===== config.mk =====
export PLATFORM = sky130hd
export DESIGN_NAME = regbank_param
export DESIGN_NICKNAME = d
export VERILOG_FILES = /design/src/rtl/regbank_pkg.sv /design/src/rtl/regbank_rdport.sv /design/src/rtl/regbank_param.sv
export SDC_FILE = /design/constraint.sdc
export NUM_CORES = 1
export LEC_CHECK = 0
export CAP_MARGIN = 10
export CORE_MARGIN = 5
export CORE_UTILIZATION = 35
export DETAILED_ROUTE_END_ITERATION = 12
export PLACE_DENSITY = 0.53
export RECOVER_POWER = 25
export SYNTH_ARGS = -nofsm -noshare
export SYNTH_HDL_FRONTEND = slang
export SYNTH_SLANG_ARGS = --single-unit

===== constraint.sdc =====
create_clock -name clk -period 2.1 [get_ports clk]
set_input_delay 0.21 -clock clk [delete_from_list [all_inputs] [get_ports clk]]
set_output_delay 0.21 -clock clk [all_outputs]
set_load 0.03 [all_outputs]

===== src/rtl/regbank_pkg.sv =====
// regbank_pkg
//  Shared defaults for the parametrised register bank: data width, register
//  count and address width, plus data/address typedefs at those defaults.
//  No ports; imported by regbank_param and regbank_rdport.
package regbank_pkg;

  localparam int DW_DEFAULT   = 9;
  localparam int NREG_DEFAULT = 10;
  localparam int AW_DEFAULT   = 4;

  typedef logic [DW_DEFAULT-1:0] data_t;
  typedef logic [AW_DEFAULT-1:0] addr_t;

endpackage


===== src/rtl/regbank_rdport.sv =====
// regbank_rdport
//  One registered read port of the register bank: address range check,
//  write-to-read bypass compare and the output register for data and busy.
// Ports
//  clk       in   clock, rising edge
//  rst_n     in   asynchronous active-low reset
//  rd_en     in   load the output register this cycle
//  sr        in   read address
//  regs      in   flattened storage array, register i at [i*DW +: DW]
//  busy_nxt  in   next-state busy vector (same-cycle reserve/write applied)
//  wr_ok     in   a write to storage takes effect this cycle
//  dr        in   write address
//  din       in   write data
//  dsr       out  registered read data
//  busy      out  registered busy flag of sr
//  oor       out  combinational: out-of-range read attempted this cycle
module regbank_rdport
  import regbank_pkg::*;
#(
  parameter int DW   = DW_DEFAULT,
  parameter int NREG = NREG_DEFAULT,
  parameter int AW   = AW_DEFAULT
) (
  input  logic               clk,
  input  logic               rst_n,
  input  logic               rd_en,
  input  logic [AW-1:0]      sr,
  input  logic [NREG*DW-1:0] regs,
  input  logic [NREG-1:0]    busy_nxt,
  input  logic               wr_ok,
  input  logic [AW-1:0]      dr,
  input  logic [DW-1:0]      din,
  output logic [DW-1:0]      dsr,
  output logic               busy,
  output logic               oor
);

  localparam logic [AW:0] NREG_A = (AW+1)'(NREG);

  logic          in_range;
  logic [DW-1:0] raw_data;
  logic          raw_busy;

  // Decode-style mux so an out-of-range address simply selects nothing
  always_comb begin
    in_range = ({1'b0, sr} < NREG_A);
    raw_data = '0;
    raw_busy = 1'b0;
    for (int i = 0; i < NREG; i++) begin
      if (sr == AW'(i)) begin
        raw_data = regs[i*DW +: DW];
        raw_busy = busy_nxt[i];
      end
    end
    oor = rd_en & ~in_range;
  end

  // A write landing on the same register in the read cycle is forwarded
  always_ff @(posedge clk or negedge rst_n) begin
    if (!rst_n) begin
      dsr  <= '0;
      busy <= 1'b0;
    end else if (rd_en) begin
      if (!in_range) begin
        dsr  <= '0;
        busy <= 1'b0;
      end else if (wr_ok && (dr == sr)) begin
        dsr  <= din;
        busy <= raw_busy;
      end else begin
        dsr  <= raw_data;
        busy <= raw_busy;
      end
    end
  end

endmodule


===== src/rtl/regbank_param.sv =====
// regbank_param
//  NREG x DW register bank with one write port, two registered read ports,
//  write-to-read bypass and a per-register busy scoreboard for issue.
//  Optional feature macro: R0_ZERO_EN (register 0 hardwired to zero).
// Ports
//  clk       in   clock, rising edge
//  rst_n     in   asynchronous active-low reset
//  rd_en     in   sample both read ports this cycle
//  sr1/sr2   in   read addresses
//  dsr1/dsr2 out  registered read data
//  busy1/2   out  registered busy flags of sr1/sr2
//  rd_valid  out  read outputs valid this cycle
//  write     in   write strobe
//  dr        in   write address
//  din       in   write data
//  rsv_en    in   reserve (mark busy) register rsv_dr
//  rsv_dr    in   register to reserve
//  addr_err  out  sticky out-of-range address flag
module regbank_param
  import regbank_pkg::*;
#(
  parameter int DW   = DW_DEFAULT,
  parameter int NREG = NREG_DEFAULT,
  parameter int AW   = AW_DEFAULT
) (
  input  logic          clk,
  input  logic          rst_n,
  input  logic          rd_en,
  input  logic [AW-1:0] sr1,
  input  logic [AW-1:0] sr2,
  output logic [DW-1:0] dsr1,
  output logic [DW-1:0] dsr2,
  output logic          busy1,
  output logic          busy2,
  output logic          rd_valid,
  input  logic          write,
  input  logic [AW-1:0] dr,
  input  logic [DW-1:0] din,
  input  logic          rsv_en,
  input  logic [AW-1:0] rsv_dr,
  output logic          addr_err
);

  localparam logic [AW:0] NREG_A = (AW+1)'(NREG);

  logic [DW-1:0]      mem [NREG];
  logic [NREG*DW-1:0] regs_flat;
  logic [NREG-1:0]    busy_q;
  logic [NREG-1:0]    busy_nxt;

  logic wr_in_range;
  logic rsv_in_range;
  logic wr_ok;
  logic rsv_ok;
  logic wr_err;
  logic rsv_err;
  logic oor1;
  logic oor2;

  assign wr_in_range  = ({1'b0, dr} < NREG_A);
  assign rsv_in_range = ({1'b0, rsv_dr} < NREG_A);
  assign wr_err       = write & ~wr_in_range;
  assign rsv_err      = rsv_en & ~rsv_in_range;

`ifdef R0_ZERO_EN
  // Register 0 is constant zero: writes and reserves to it are silently dropped
  assign wr_ok  = write & wr_in_range & (dr != '0);
  assign rsv_ok = rsv_en & rsv_in_range & (rsv_dr != '0);
`else
  assign wr_ok  = write & wr_in_range;
  assign rsv_ok = rsv_en & rsv_in_range;
`endif

  // Reserve is applied after the write clear so a same-cycle reserve wins
  always_comb begin
    busy_nxt = busy_q;
    for (int i = 0; i < NREG; i++) begin
      if (wr_ok && (dr == AW'(i))) busy_nxt[i] = 1'b0;
      if (rsv_ok && (rsv_dr == AW'(i))) busy_nxt[i] = 1'b1;
    end
  end

  always_comb begin
    regs_flat = '0;
    for (int i = 0; i < NREG; i++) regs_flat[i*DW +: DW] = mem[i];
  end

  always_ff @(posedge clk or negedge rst_n) begin
    if (!rst_n) begin
      for (int i = 0; i < NREG; i++) mem[i] <= '0;
      busy_q   <= '0;
      rd_valid <= 1'b0;
      addr_err <= 1'b0;
    end else begin
      for (int i = 0; i < NREG; i++) begin
        if (wr_ok && (dr == AW'(i))) mem[i] <= din;
      end
      busy_q   <= busy_nxt;
      rd_valid <= rd_en;
      addr_err <= addr_err | wr_err | rsv_err | oor1 | oor2;
    end
  end

  regbank_rdport #(.DW(DW), .NREG(NREG), .AW(AW)) u_rd1 (
    .clk      (clk),
    .rst_n    (rst_n),
    .rd_en    (rd_en),
    .sr       (sr1),
    .regs     (regs_flat),
    .busy_nxt (busy_nxt),
    .wr_ok    (wr_ok),
    .dr       (dr),
    .din      (din),
    .dsr      (dsr1),
    .busy     (busy1),
    .oor      (oor1)
  );

  regbank_rdport #(.DW(DW), .NREG(NREG), .AW(AW)) u_rd2 (
    .clk      (clk),
    .rst_n    (rst_n),
    .rd_en    (rd_en),
    .sr       (sr2),
    .regs     (regs_flat),
    .busy_nxt (busy_nxt),
    .wr_ok    (wr_ok),
    .dr       (dr),
    .din      (din),
    .dsr      (dsr2),
    .busy     (busy2),
    .oor      (oor2)
  );

endmodule


==> flow_metrics.env <==
export IMPL_r2r_end="u_rd2.dsr[8]"
export IMPL_seq_area_frac_synth_pct=42.9
export IMPL_grt_pass1_vias=6617
export IMPL_hold_depth=4
export IMPL_n_antenna_cell=0
export IMPL_hp_start="dr[0]"
export IMPL_critPathKind="in2reg"
export IMPL_wl_um=25400
export IMPL_syn_nets=709
export IMPL_crit_fanout=14
export IMPL_busiest_layer="met2"
export IMPL_nets=856
export IMPL_finClkSkew_ps=8.81
export IMPL_synthesis_area_um2=7120
export IMPL_clkPwrFrac_pct=37.1
export IMPL_synth_top_flop_cell="dfrtp_1"
export IMPL_worstSkewPairLatency_ps=420
export IMPL_rsz0062_at_grt="no"
export IMPL_intPower_uw=5650
export IMPL_grt_overflow=0
export IMPL_synth_edff_count=0
export IMPL_core_area_um2=20100
export IMPL_critical_path_buf_inv_count=2
export IMPL_portBuffers=51
export IMPL_antenna_found_initial=0
export IMPL_path_delay_family="compound AO/OA/AOI/OAI gates"
export IMPL_grt_pass1_wl_um=39800
export IMPL_startpoint_type="input pin"
export IMPL_async_flop_share_pct=100
export IMPL_grt_max_degree=50
export IMPL_drive_gt1_share_pct=34.1
export IMPL_cts_setup_buffers=0
export IMPL_layoutNonFillerInstCount=1109
export IMPL_finalSetupViolCount=0
export IMPL_die_area_um2=23300
export IMPL_min_path_type="in2reg"
export IMPL_post_route_drc_count=0
export IMPL_gp_congestion=0.919
export IMPL_rr_worst_depth=5
export IMPL_final_area_um2=9410
export IMPL_ant_nets=0
export IMPL_die_h_um=153
export IMPL_utilization_pct=46.8
export IMPL_power_switching_uw=2500
export IMPL_synth_top_area_share_pct=42.9
export IMPL_cp_slowest_cell="or4_1"
export IMPL_via_count=6393
export IMPL_status="finished, final reports clean"
export IMPL_use_met3_pct=3.69
export IMPL_initial_core_util_pct=35.4
export IMPL_cts_sinks=122
export IMPL_slew_violations=0
export IMPL_track_usage_pct=21.9
export IMPL_dp_hpwl_um=19000
export IMPL_slew_headroom_pct=37.7
export IMPL_fmax_mhz=514
export IMPL_fill_cells=1856
export IMPL_yosysWarningCount=0
export IMPL_die_w_um=153
export IMPL_pin_count=52
export IMPL_ys_ff_latch=122
export IMPL_syn_avg_cell_area_um2=10.5
export IMPL_reg2reg_from="mem[71]"
export IMPL_cts_buffers=17
export IMPL_combPwrFrac_pct=23.0
export IMPL_max_stage_delay_ps=590
export IMPL_seqPwrFrac_pct=39.9
export IMPL_area_growth_pct=32.2
export IMPL_cts_tree="done"
export IMPL_tightest_slew_ps=935
export IMPL_gr_usage_met2_pct=36.9
export IMPL_min_period_ps=1950
export IMPL_drt_pass1_iterations=5
export IMPL_p_sw_share_pct=30.7
export IMPL_cts_max_level=4
export IMPL_synthTopCellsByArea="dfrtp_1 (43%), mux2_2 (14%), mux4_2 (4.4%), a21oi_1 (3.3%), mux2i_1 (2.5%)"
export IMPL_synth_largest_area_cell="dfrtp_1"
export IMPL_yosysUniqueCellTypes=77
export IMPL_cts_root_buf="clkbuf_16"
export IMPL_cts_clk_slew_worst_paths_ps=60
export IMPL_met1_usage_pct=28.6
export IMPL_arrival_ps=2280
export IMPL_post_route_period_util_pct=92.6
export IMPL_row_count=52
export IMPL_powerDensity_nw_per_um2=866
export IMPL_initialDrtViolationCount=464
export IMPL_worst_endpoint_required_ps=2430
export IMPL_cap_violations=0
export IMPL_register_area_um2=3050
export IMPL_vdd_drop_max_mv=0.572
export IMPL_hold_path_end="busy_q[0]"
export IMPL_placed_area_um2=8790
export IMPL_leakage_uw=0.00407
export IMPL_wl_per_cell_um=22.9
export IMPL_vias_per_cell=5.76
export IMPL_final_hold_viol_count=0
export IMPL_cts_buffer_depth=2
export IMPL_cp_cell_sequence="clkdlybuf4s50_1, buf_4, or4_1, a32oi_1, a221oi_1, o211a_1, o21ai_0"
export IMPL_multi_input_area_um2=3710
export IMPL_dp_cells=1076
export IMPL_endpoint_kind="flop"
export IMPL_finalWorstSetupSlack_ps=155
export IMPL_pre_cts_ws_ps=-378
export IMPL_rrSetupSlack_ps=410
export IMPL_postSynthCellCount=679
==> cell usage after synthesis (all sizes together) (9+ instances only) <==
master	n
buf	27
a31oi	9
nor2b	9
inv	26
o22ai	9
nand2b	14
o21ai	34
nand2	42
nor3	10
clkbuf	30
mux4	14
a22o	9
a21oi	47
mux2	89
nand3	11
mux2i	18
o221ai	9
dfrtp	122
nor2	31
==> worst register-to-register path, stage by stage (launching register included) <==
cell	delay [ps]
dfrtp_1	420
mux4_2	480
nand2b_1	140
a21oi_1	80
a211oi_1	300
o32ai_1	140
==> power by group through the flow <==
| stage | Sequential, uW | Combinational (uW) | Clock (uW) |
|---|---|---|---|
| 6_report | 3250 | 1870 | 3030 |
| 2_1_floorplan | 3230 | 1070 | 0 |
| 4_1_cts | 3250 | 1870 | 3070 |
| 3_5_place_dp | 3290 | 1860 | 0 |
| 5_1_grt | 3310 | 2020 | 3170 |
| 3_3_place_gp | 3260 | 1830 | 0 |
==> cell type report <==
cell class	count	area share (%)
Multi-Input combinational cell	473	39.4
Tap cell	270	3.59
Inverter	27	1.08
Sequential cell	122	32.4
Clock inverter	13	1.69
Timing Repair Buffer	185	17.0
Clock buffer	19	4.71
==> cells by family (layout without fill, tap and decap cells) <==
kind of cell / count (synthesis) / count (layout) / synth area share (%)
AO/OA/AOI/OAI: 188 / 188 / 18.1
XOR/XNOR: 8 / 8 / 0.984
buffers and inverters: 84 / 244 / 5.17
flip-flops: 122 / 122 / 42.9
multiplexers: 121 / 121 / 21.0
AND/OR/NAND/NOR: 156 / 156 / 11.8
==> layout by cell type (no fill, tap or decap), types with 11 or more instances in the layout <==
cell | Yosys | final
clkdlybuf4s50_1 | 0 | 46
nand2b_1 | 14 | 14
nand2_1 | 42 | 42
buf_4 | 6 | 125
mux4_2 | 14 | 14
inv_1 | 26 | 26
nand3_1 | 11 | 11
dfrtp_1 | 122 | 122
a21oi_1 | 47 | 47
mux2i_1 | 18 | 18
o21ai_0 | 31 | 31
mux2_2 | 89 | 89
clkbuf_16 | 0 | 17
nor2_1 | 31 | 30
==> how the worst max path moves through the flow <==
| stage | startpoint | endpoint | slack [ps] | cells after the start |
|---|---|---|---|---|
| after global routing | rst_n | u_rd2.dsr[2] | 50 | 3 |
| after CTS | dr[1] | u_rd1.dsr[2] | 90 | 7 |
| after detailed placement | dr[1] | u_rd1.dsr[2] | -380 | 7 |
| final | sr2[1] | u_rd2.busy | 150 | 7 |
| after global placement | dr[1] | u_rd1.dsr[2] | -350 | 7 |
| after floorplan | sr2[3] | u_rd2.dsr[4] | 320 | 9 |
==> stage by stage <==
step	TNS [ps]	hold WS, ps	power, uW
after CTS	0	316	8190
after detailed placement	-8510	214	5150
after global placement	-8820	212	5090
after global routing	0	450	8500
after floorplan	0	-85.6	4300
final	0	386	8150
==> per-layer routing <==
metal	vias up	part of all wire, %
li1	2859	-
met1	3259	43
met2	237	50
met3	38	5.1
met4	0	2.7
met5	-	0
==> timing repair <==
action,CTS,global route
hold endpoints to repair,31,0
endpoints found under the setup margin,0,9
gates resized for setup,0,9
hold buffers,1,0
==> sequential cells by signal, indices dropped and copies added, names as in the netlist <==
| name | cells |
|---|---|
| u_rd2.busy | 1 |
| mem | 90 |
| busy_q | 10 |
| u_rd1.busy | 1 |
| u_rd1.dsr | 9 |
| rd_valid | 1 |
| addr_err | 1 |
| u_rd2.dsr | 9 |
Power figures use the tool's default switching activity.
